`src/rtl/stack_lifo.sv`:
```
// LIFO stack engine: register-array storage behind a push/pop stack pointer,
// with registered pop data, occupancy tracking, full/empty decode and sticky errors.
module stack_lifo #(
    parameter int BITS       = 8,
    parameter int DEPTH_BITS = 4
) (
    input  logic                  clk,
    input  logic                  rst,
    input  logic                  push,
    input  logic                  pop,
    input  logic [BITS-1:0]       push_data,
    input  logic                  clear_err,
    output logic [BITS-1:0]       pop_data,
    output logic                  pop_valid,
    output logic [DEPTH_BITS-1:0] sp,
    output logic [DEPTH_BITS:0]   count,
    output logic                  empty,
    output logic                  full,
    output logic                  err_overflow,
    output logic                  err_underflow
);

    localparam int DEPTH = 2 ** DEPTH_BITS;
    localparam int CW    = DEPTH_BITS + 1;

    typedef logic [DEPTH_BITS-1:0] ptr_t;
    typedef logic [CW-1:0]         cnt_t;

    // Handshake: push/pop are single-cycle requests sampled at each rising edge,
    // there is no ready; refused requests only raise a sticky error. pop_valid is a
    // one-cycle pulse qualifying pop_data, which otherwise holds its last value.

    logic [BITS-1:0] mem_q [DEPTH];

    ptr_t            sp_q, sp_d;
    cnt_t            count_q, count_d;
    logic [BITS-1:0] pop_data_q, pop_data_d;
    logic            pop_valid_q, pop_valid_d;
    logic            err_ov_q, err_ov_d;
    logic            err_un_q, err_un_d;

    logic            mem_we;
    ptr_t            mem_waddr;
    ptr_t            sp_m1;
    logic            is_empty;
    logic            is_full;

    assign sp_m1    = sp_q - ptr_t'(1);
    assign is_empty = (count_q == cnt_t'(0));
    assign is_full  = (count_q == cnt_t'(DEPTH));

    always_comb begin
        sp_d        = sp_q;
        count_d     = count_q;
        pop_data_d  = pop_data_q;
        pop_valid_d = 1'b0;
        err_ov_d    = clear_err ? 1'b0 : err_ov_q;
        err_un_d    = clear_err ? 1'b0 : err_un_q;
        mem_we      = 1'b0;
        mem_waddr   = sp_q;

        unique case ({push, pop})
            2'b10: begin
                if (is_full) begin
                    err_ov_d = 1'b1;
                end else begin
                    mem_we    = 1'b1;
                    mem_waddr = sp_q;
                    sp_d      = sp_q + ptr_t'(1);
                    count_d   = count_q + cnt_t'(1);
                end
            end
            2'b01: begin
                if (is_empty) begin
                    err_un_d = 1'b1;
                end else begin
                    pop_data_d  = mem_q[sp_m1];
                    pop_valid_d = 1'b1;
                    sp_d        = sp_m1;
                    count_d     = count_q - cnt_t'(1);
                end
            end
            2'b11: begin
                pop_valid_d = 1'b1;
                if (is_empty) begin
                    // Bypass: the pushed word goes straight out, storage untouched.
                    pop_data_d = push_data;
                end else begin
                    // Replace-top: the old top is read in the same edge it is overwritten.
                    pop_data_d = mem_q[sp_m1];
                    mem_we     = 1'b1;
                    mem_waddr  = sp_m1;
                end
            end
            default: begin
            end
        endcase
    end

    always_ff @(posedge clk or posedge rst) begin
        if (rst) begin
            sp_q        <= '0;
            count_q     <= '0;
            pop_data_q  <= '0;
            pop_valid_q <= 1'b0;
            err_ov_q    <= 1'b0;
            err_un_q    <= 1'b0;
        end else begin
            sp_q        <= sp_d;
            count_q     <= count_d;
            pop_data_q  <= pop_data_d;
            pop_valid_q <= pop_valid_d;
            err_ov_q    <= err_ov_d;
            err_un_q    <= err_un_d;
        end
    end

    // Storage is deliberately left out of reset.
    always_ff @(posedge clk) begin
        if (mem_we) begin
            mem_q[mem_waddr] <= push_data;
        end
    end

    assign pop_data      = pop_data_q;
    assign pop_valid     = pop_valid_q;
    assign sp            = sp_q;
    assign count         = count_q;
    assign empty         = is_empty;
    assign full          = is_full;
    assign err_overflow  = err_ov_q;
    assign err_underflow = err_un_q;

endmodule

```
`config.mk`:
```
export PLATFORM = sky130hd
export DESIGN_NAME = stack_lifo
export DESIGN_NICKNAME = d
export VERILOG_FILES = /design/src/rtl/stack_lifo.sv
export SDC_FILE = /design/constraint.sdc
export NUM_CORES = 1
export LEC_CHECK = 0
export CORE_ASPECT_RATIO = 0.6
export CORE_MARGIN = 3
export CORE_UTILIZATION = 50
export DETAILED_ROUTE_END_ITERATION = 16
export PLACE_DENSITY = 0.71
export SLEW_MARGIN = 10
export SYNTH_ARGS = -nofsm -noshare
export SYNTH_HDL_FRONTEND = slang
export SYNTH_SLANG_ARGS = --single-unit
```
`constraint.sdc`:
```
create_clock -name clk -period 3.05 [get_ports clk]
set_clock_uncertainty 0.1 [all_clocks]
set_input_delay 0.4575 -clock clk [delete_from_list [all_inputs] [get_ports clk]]
set_output_delay 0.4575 -clock clk [all_outputs]
set_load 0.05 [all_outputs]
```
Word level (Yosys, flattened, before mapping):

Memories as Yosys holds them, arrays and structs flattened.
Cells that the tools add are included.

* $add $sub $neg: 4
* eq/ne operators: 6
* mux-type cells: 22
* reductions and logical operators: 6

Operators with widths (count)
* $mux W8: 2
* $pmux W8 S2: 1
* $mux W4: 3
* $mux W1: 10
* $mux W5: 2
* $pmux W5 S2: 1
* $pmux W4 S2: 1
* $add A5 B1 Y5 const B: 1
* $eq A5 B5 Y1 const B: 1
* $logic_not A5 Y1: 1
* $sub A5 B1 Y5 const B: 1
* $add A4 B1 Y4 const B: 1
* $eq A2 B2 Y1 const B: 2
* $ne A2 B2 Y1 const B: 2
* $pmux W1 S2: 2
* $reduce_and A2 Y1: 2
* $reduce_bool A2 Y1: 2
* $sub A4 B1 Y4 const B: 1
* $reduce_and A3 Y1: 1
* $eq A2 B1 Y1 const B: 1

* register bits after elaboration: 20
* memory bits (writable): 128
* input port bits: 13
* output and inout bits: 22
* memories: 1

Memory list
* mem_q: depth 16, width 8, read ports 1, clocked after memory_dff 0, write ports 1, line 33 `logic [BITS-1:0] mem_q [DEPTH];`

Depth between registers and ports, before layout:

Gate-level depths: netlist of the first run.

* depth in word-level cells: 5
* depth in mapped cells: 11
* gate-level depth less buffers: 8

Worst setup path before layout of the first run:

OpenSTA, ideal clock, no wires.

* path type: register to register
* start point: register sp_q[0] (netlist: sp[0])
* end point: register pop_data_q[1] (netlist: pop_data[1])
* library setup time: 0.130 ns
* arrival: 3.191 ns
* required time: 2.820 ns
* slack: -0.371 ns
* cell stages (with the launch flop): 11
* clock period less this slack: 3.421 ns
* cell sequence: dfrtp_1 buf_6 clkbuf_1 inv_1 ha_1 buf_2 clkbuf_1 mux4_2 mux2_2 a2111oi_1 o21ai_1

* word-level cells in the longest chain between the ends: 4
* elaborated cells between the ends (all ways): 5
* those cells by class: add/sub: 1; mux: 3; memory: 1

Ends and longest elaborated chain
* start, declared: line 35 `ptr_t sp_q, sp_d;`
* start signal, assigned: line 109 `sp_q <= sp_d;`
* $sub A4 B1 Y4 *: line 48 `assign sp_m1 = sp_q - ptr_t'(1);`
* $mem_v2 Z16 W8 *
* $mux W8 (on tied branches): line 85, 74
* $pmux W8 S2 *: line 62 `unique case ({push, pop})`
* end signal, assigned: line 111 `pop_data_q <= pop_data_d;`
* end, declared: line 37 `logic [BITS-1:0] pop_data_q, pop_data_d;`

Mark *: on every way between the ends. The rest lies on a longest branch, timed or not. The select of a mux whose other input is x is not followed.
A chain may end at the register's enable or synchronous reset.

Worst setup path after layout of the first run:

* start point: register sp_q[1] (netlist: sp[1])
* end point: memory mem_q[3][4], enable pin

* word-level cells in the longest chain between the ends: 3

Ends and longest elaborated chain (line)
* $sub A4 B1 Y4: 48
* $mux W4
* $mux W4 *
* end, declared: 33

Mark *: on every way between the ends. The rest lies on a longest branch, timed or not.

==> results of run 1 <==
## area by class of cell
class | instances | area (um2) | area share [%]
repair buffers | 58 | 527 | 6.99
clock inverters | 13 | 134 | 1.78
well taps | 165 | 206 | 2.74
inverters | 14 | 52.6 | 0.698
clock buffers | 19 | 443 | 5.88
multi-input cells | 193 | 1830 | 24.2
flip-flops and latches | 148 | 4350 | 57.7
## power by group
part | total [uW] | switching [uW] | leakage, uW | internal (uW)
sequential | 2710 | 171 | 0.00139 | 2540
clock | 2030 | 807 | 0.000281 | 1220
combinational | 3600 | 2110 | 0.000942 | 1480
## cell families (layout without fill, tap and decap cells)
group / after synthesis / count (layout) / synth area share (%)
simple gates: 73 / 73 / 5.40
buf+inv: 34 / 104 / 2.42
flops: 148 / 148 / 68.9
xor+xnor: 9 / 9 / 1.37
mux: 50 / 50 / 14.4
compound gates: 55 / 55 / 6.17
fa+ha+maj: 6 / 6 / 1.31
## critical path: stages (launching register included)
cell and delay (ps):
dfrtp_1 410, buf_4 190, or4_1 500, nand2_1 350, nor4_1 90, nor3_1 480, nor2_1 330
## metal layers
layer | vias to the layer above | GRT usage, %
met1 | 1854 | 34.2
li1 | 1587 | -
met3 | 17 | 5.53
met4 | 0 | 7.01
met2 | 149 | 31.9
met5 | - | 0
## state kept, by name (all words and copies together), names as in the netlist
signal	flops
count	5
sp	4
pop_valid	1
pop_data	8
err_underflow	1
err_overflow	1
mem_q	128
## cell usage after synthesis, drive strengths merged (9+ instances only)
master	n
edfxtp	128
mux4	32
nand2	24
nor2	23
dfrtp	20
inv	14
mux2i	13
a21oi	11
clkbuf	11
o21ai	10
buf	9
## path summary, 6_finish.rpt
check / cells past startpoint / startpoint / endpoint
max in group asynchronous: 2 / rst / sp[0]
setup / recovery: 6 / sp[1] / mem_q[3][4]
hold reg to reg: 2 / pop_data[1] / pop_data[1]
hold / removal: 2 / rst / pop_valid
min in group clk: 2 / pop_data[1] / pop_data[1]
setup reg to reg: 6 / sp[1] / mem_q[3][4]
## timing repair
| action | in CTS | in global routing |
|---|---|---|
| hold buffers | 0 | 0 |
| endpoints found under the setup margin | 1 | 0 |
| gates resized for setup | 1 | 0 |
## metrics by stage
step / hold WS (ps) / power, uW
5_1_grt: 463 / 8700
6_report: 406 / 8340
3_5_place_dp: 406 / 6320
2_1_floorplan: 321 / 5190
3_3_place_gp: 386 / 6260
4_1_cts: 417 / 8360
==> flow_summary.toml, run 1 <==
[status]
status = "completed"

[timing]
layout_min_cycle_time_ps = 2770
maxSlewHeadroom_pct = 43.5
slew_viol_final = 0
period_share_pct = 91.0
final_hold_viol_count = 0
fmax_mhz = 360
tns_ps = 0
fin_ws_ps = 275
setup_viol = 0
grt_setup_unrepaired = "no"
worstMarginPinSlew_ps = 847

[logic_synthesis]
synthesis.area_um2 = 6300
yosys_warnings = 0
synth_edf_count = 128
synthTopCellsByArea = "edfxtp_1, mux4_2, dfrtp_1, mux2i_1, nand2_1"
synth.avg_cell_area_um2 = 16.8
synth_cell_type_count = 53
yosysTopAreaCell = "edfxtp_1"
syn_inst = 375
synthArstFlopShare_pct = 13.5
ys_seq_elements = 148
ys_seq_area_share_pct = 68.9
ys.flop_type = "edfxtp_1"
syn_nets = 394
synth_top_area_share_pct = 61.0

[flow_run]
cap_violations = 0

[detailed_routing]
routedWlPerCell_um = 23.9
vias = 3607
antenna_left = 0
met2_length_um = 6600
routed_via_density = 5.91
drt_iter0_drc = 292
drc = 0
wl_um = 14600
wl_met3_um = 1170
firstDrtPassIters = 5
top_layer_used = "met4"
drt-met1-wl_um = 6630

[die]
rows = 31
start_util_pct = 51.7
fp.dieW_um = 151
core_um2 = 12200
die_h_um = 93.0
ioPinCount = 35
dieArea_um2 = 14000

[clock_tree]
cts-root-buf = "clkbuf_16"
clock_latency_ps = 420
h-tree-depth = 4
post_cts_buffers = 0
cts_tree = "done"
clkSlewWorstSetupHoldPaths_ps = 60
clkSinkCount = 148
cts_made_buffers = 17
ctsLongestPathBuffers = 2

[hold_path]
hp-class = "in2async"

[place]
gp_congestion = 0.804
dpl_cell_area_um2 = 6960
hpwl_um = 9640
placedCellCount = 578
portBuffers = 34
place_ws_ps = 191

[grt]
antenna_found_initial = 0
grt_max_degree = 33
grt_remaining_overflow = 0
grt_pass1_vias = 3608
grt_pass1_wl_um = 22200
grt_use_total_pct = 22.4

[power_and_ir_drop]
ir_drop_mv = 0.563
power_leakage_uw = 0.00262
powerDensity_nw_per_um2 = 1110

[layout]
fin_area_um2 = 7530
syn2layout_area_growth_pct = 19.5
layout_common_cells = "edfxtp_1, mux4_2, clkdlybuf4s50_1"
fin_util_pct = 61.9
final_common_cell = "edfxtp_1"
n_fill_cell = 873
layout.nets = 451
diodes = 0
instances_no_fill = 610
drive_gt1_share_pct = 24.5

[worst_setup_path]
critPathLaunchType = "flip-flop"
cp-end-kind = "flip-flop"
r2r_slack_ps = 280
cp.required_ps = 3050
cp_max_fo = 10
path_class = "reg2reg"
arrival_ps = 2780
(Power assumes the default switching activity.)
==> run 2: changes to the inputs <==
CORE_UTILIZATION = 45   (was 50)
PLACE_DENSITY = 0.65   (was 0.71)
SKIP_LAST_GASP = 1   (was not set)
==> flow_summary.toml, run 2 (synthesis results as in run 1) <==
[timing]
layout_min_cycle_time_ps = 2730
period_share_pct = 89.5
final_hold_viol_count = 0
fmax_mhz = 366
slew_viol_final = 0
maxSlewHeadroom_pct = 44.1
tns_ps = 0
setup_viol = 0
worstMarginPinSlew_ps = 837
grt_setup_unrepaired = "no"

[clock_tree]
h-tree-depth = 4
clkSlewWorstSetupHoldPaths_ps = 60
cts-root-buf = "clkbuf_16"
cts_tree = "done"
clkSinkCount = 148
clock_latency_ps = 410
cts_made_buffers = 17
ctsLongestPathBuffers = 2
post_cts_buffers = 0

[worst_setup_path]
cp-end-kind = "output port"
path_class = "reg2out"
crit_path_start = "count[2]"
cp_max_fo = 11
critPathLaunchType = "flip-flop"
crit_family = "simple AND/OR/NAND/NOR gates"
worst-path-buf-inv = 2
cp_cell_sequence = "nor4_2 > nand2_1 > inv_1 > buf_4"
arrival_ps = 2170
max_stage_delay_ps = 470
cp_slowest_cell = "nor4_2"
r2r_start = "count[2]"
cp.required_ps = 2490

[power_and_ir_drop]
ir_drop_mv = 0.537
power_leakage_uw = 0.00266
p_sw_share_pct = 36.7
p_clk_share_pct = 26.6
pwr-share-comb_pct = 41.4
pwr-share-seq_pct = 32.0
powerDensity_nw_per_um2 = 1120
switching_power_uw = 3130
internal_power_uw = 5400
p_total_uw = 8530

[grt]
grt_max_degree = 33
grt_pass1_wl_um = 22200
antenna_found_initial = 0
grt_use_total_pct = 19.3
grt_pass1_vias = 3560
grt_remaining_overflow = 0

[layout]
top_register = "mem_q"
final_common_cell = "edfxtp_1"
syn2layout_area_growth_pct = 21.0
layout_common_cells = "edfxtp_1, mux4_2, clkdlybuf4s50_1"
layout.nets = 450
fin_util_pct = 57.5
drive_gt1_share_pct = 24.8
largest_register_ffs = 128
diodes = 0

[detailed_routing]
routedWlPerCell_um = 22.7
drc = 0
routed_via_density = 5.72
vias = 3612
drt_iter0_drc = 431
firstDrtPassIters = 5
wl_um = 14300
antenna_left = 0

[status]
status = "completed"

[die]
rows = 32
die_h_um = 97.7
fp.dieW_um = 159
start_util_pct = 47.6
dieArea_um2 = 15500
core_um2 = 13300
ioPinCount = 35

[place]
portBuffers = 34
gp_congestion = 0.863
hpwl_um = 9810

[flow_run]
cap_violations = 0

[hold_path]
hp-start = "pop_data[3]"
hp-class = "reg2reg"
## run 2: worst paths after layout
check                               to  slack, ps  cells after the start
max                              empty        320                      4
min                        pop_data[3]        400                      2
min in group asynchronous  pop_data[6]        410                      2
max in group asynchronous        sp[0]       1860                      2
max reg2reg                mem_q[9][6]        320                      5
min reg2reg                pop_data[3]        400                      2
## run 2: area by class of cell
| class | instances | area (um2) |
|---|---|---|
| multi-input cells | 193 | 1830 |
| clock inverters | 15 | 219 |
| repair buffers | 57 | 523 |
| inverters | 14 | 52.6 |
| well taps | 187 | 234 |
| flip-flops and latches | 148 | 4350 |
| fillers | 1011 | 5630 |
| clock buffers | 17 | 425 |
## run 2: worst reg2reg max path, stage by stage (launching register included)
cell and delay, ps:
dfrtp_1 460, or4_1 610, o211ai_2 290, mux2i_1 140, o32a_1 290, nor2_2 470
## run 2: per-stage QoR
stage / hold WS [ps] / setup WS, ps / instance area [um2] / cells
after CTS: 406 / 12.3 / 7620 / 631
after detailed placement: 387 / 343 / 6980 / 599
after global placement: 383 / 357 / 6980 / 599
after floorplan: 321 / 81.2 / 6330 / 375
after global routing: 434 / 185 / 7620 / 631
final: 398 / 320 / 7620 / 631
## run 2: repair_timing
action                     4_1_cts  5_1_grt
gates resized for setup          0        1
hold buffers                     0        0
setup endpoints to repair        0        1
## run 2: power groups by stage
stage,Clock (uW),Sequential (uW),Combinational (uW)
2_1_floorplan,0,3100,2090
3_3_place_gp,0,2750,3520
3_5_place_dp,0,2760,3540
4_1_cts,2310,2720,3550
5_1_grt,2410,2760,3770
6_report,2270,2730,3530
## run 2: metal layers
| layer | track usage [%] | share of wire [%] | wire length [um] | up-vias |
|---|---|---|---|---|
| li1 | - | - | - | 1592 |
| met1 | 32.6 | 51 | 7260 | 1865 |
| met2 | 23.9 | 40 | 5690 | 143 |
| met3 | 5.45 | 8.8 | 1260 | 12 |
| met4 | 4.71 | 0.67 | 96 | 0 |
| met5 | 0 | 0 | 0 | - |
==> run 3: changes to the inputs <==
GPL_TIMING_DRIVEN = 1   (was not set)
==> results of run 3 <==
Final layout, timing and power as in run 2 (identical DEF).
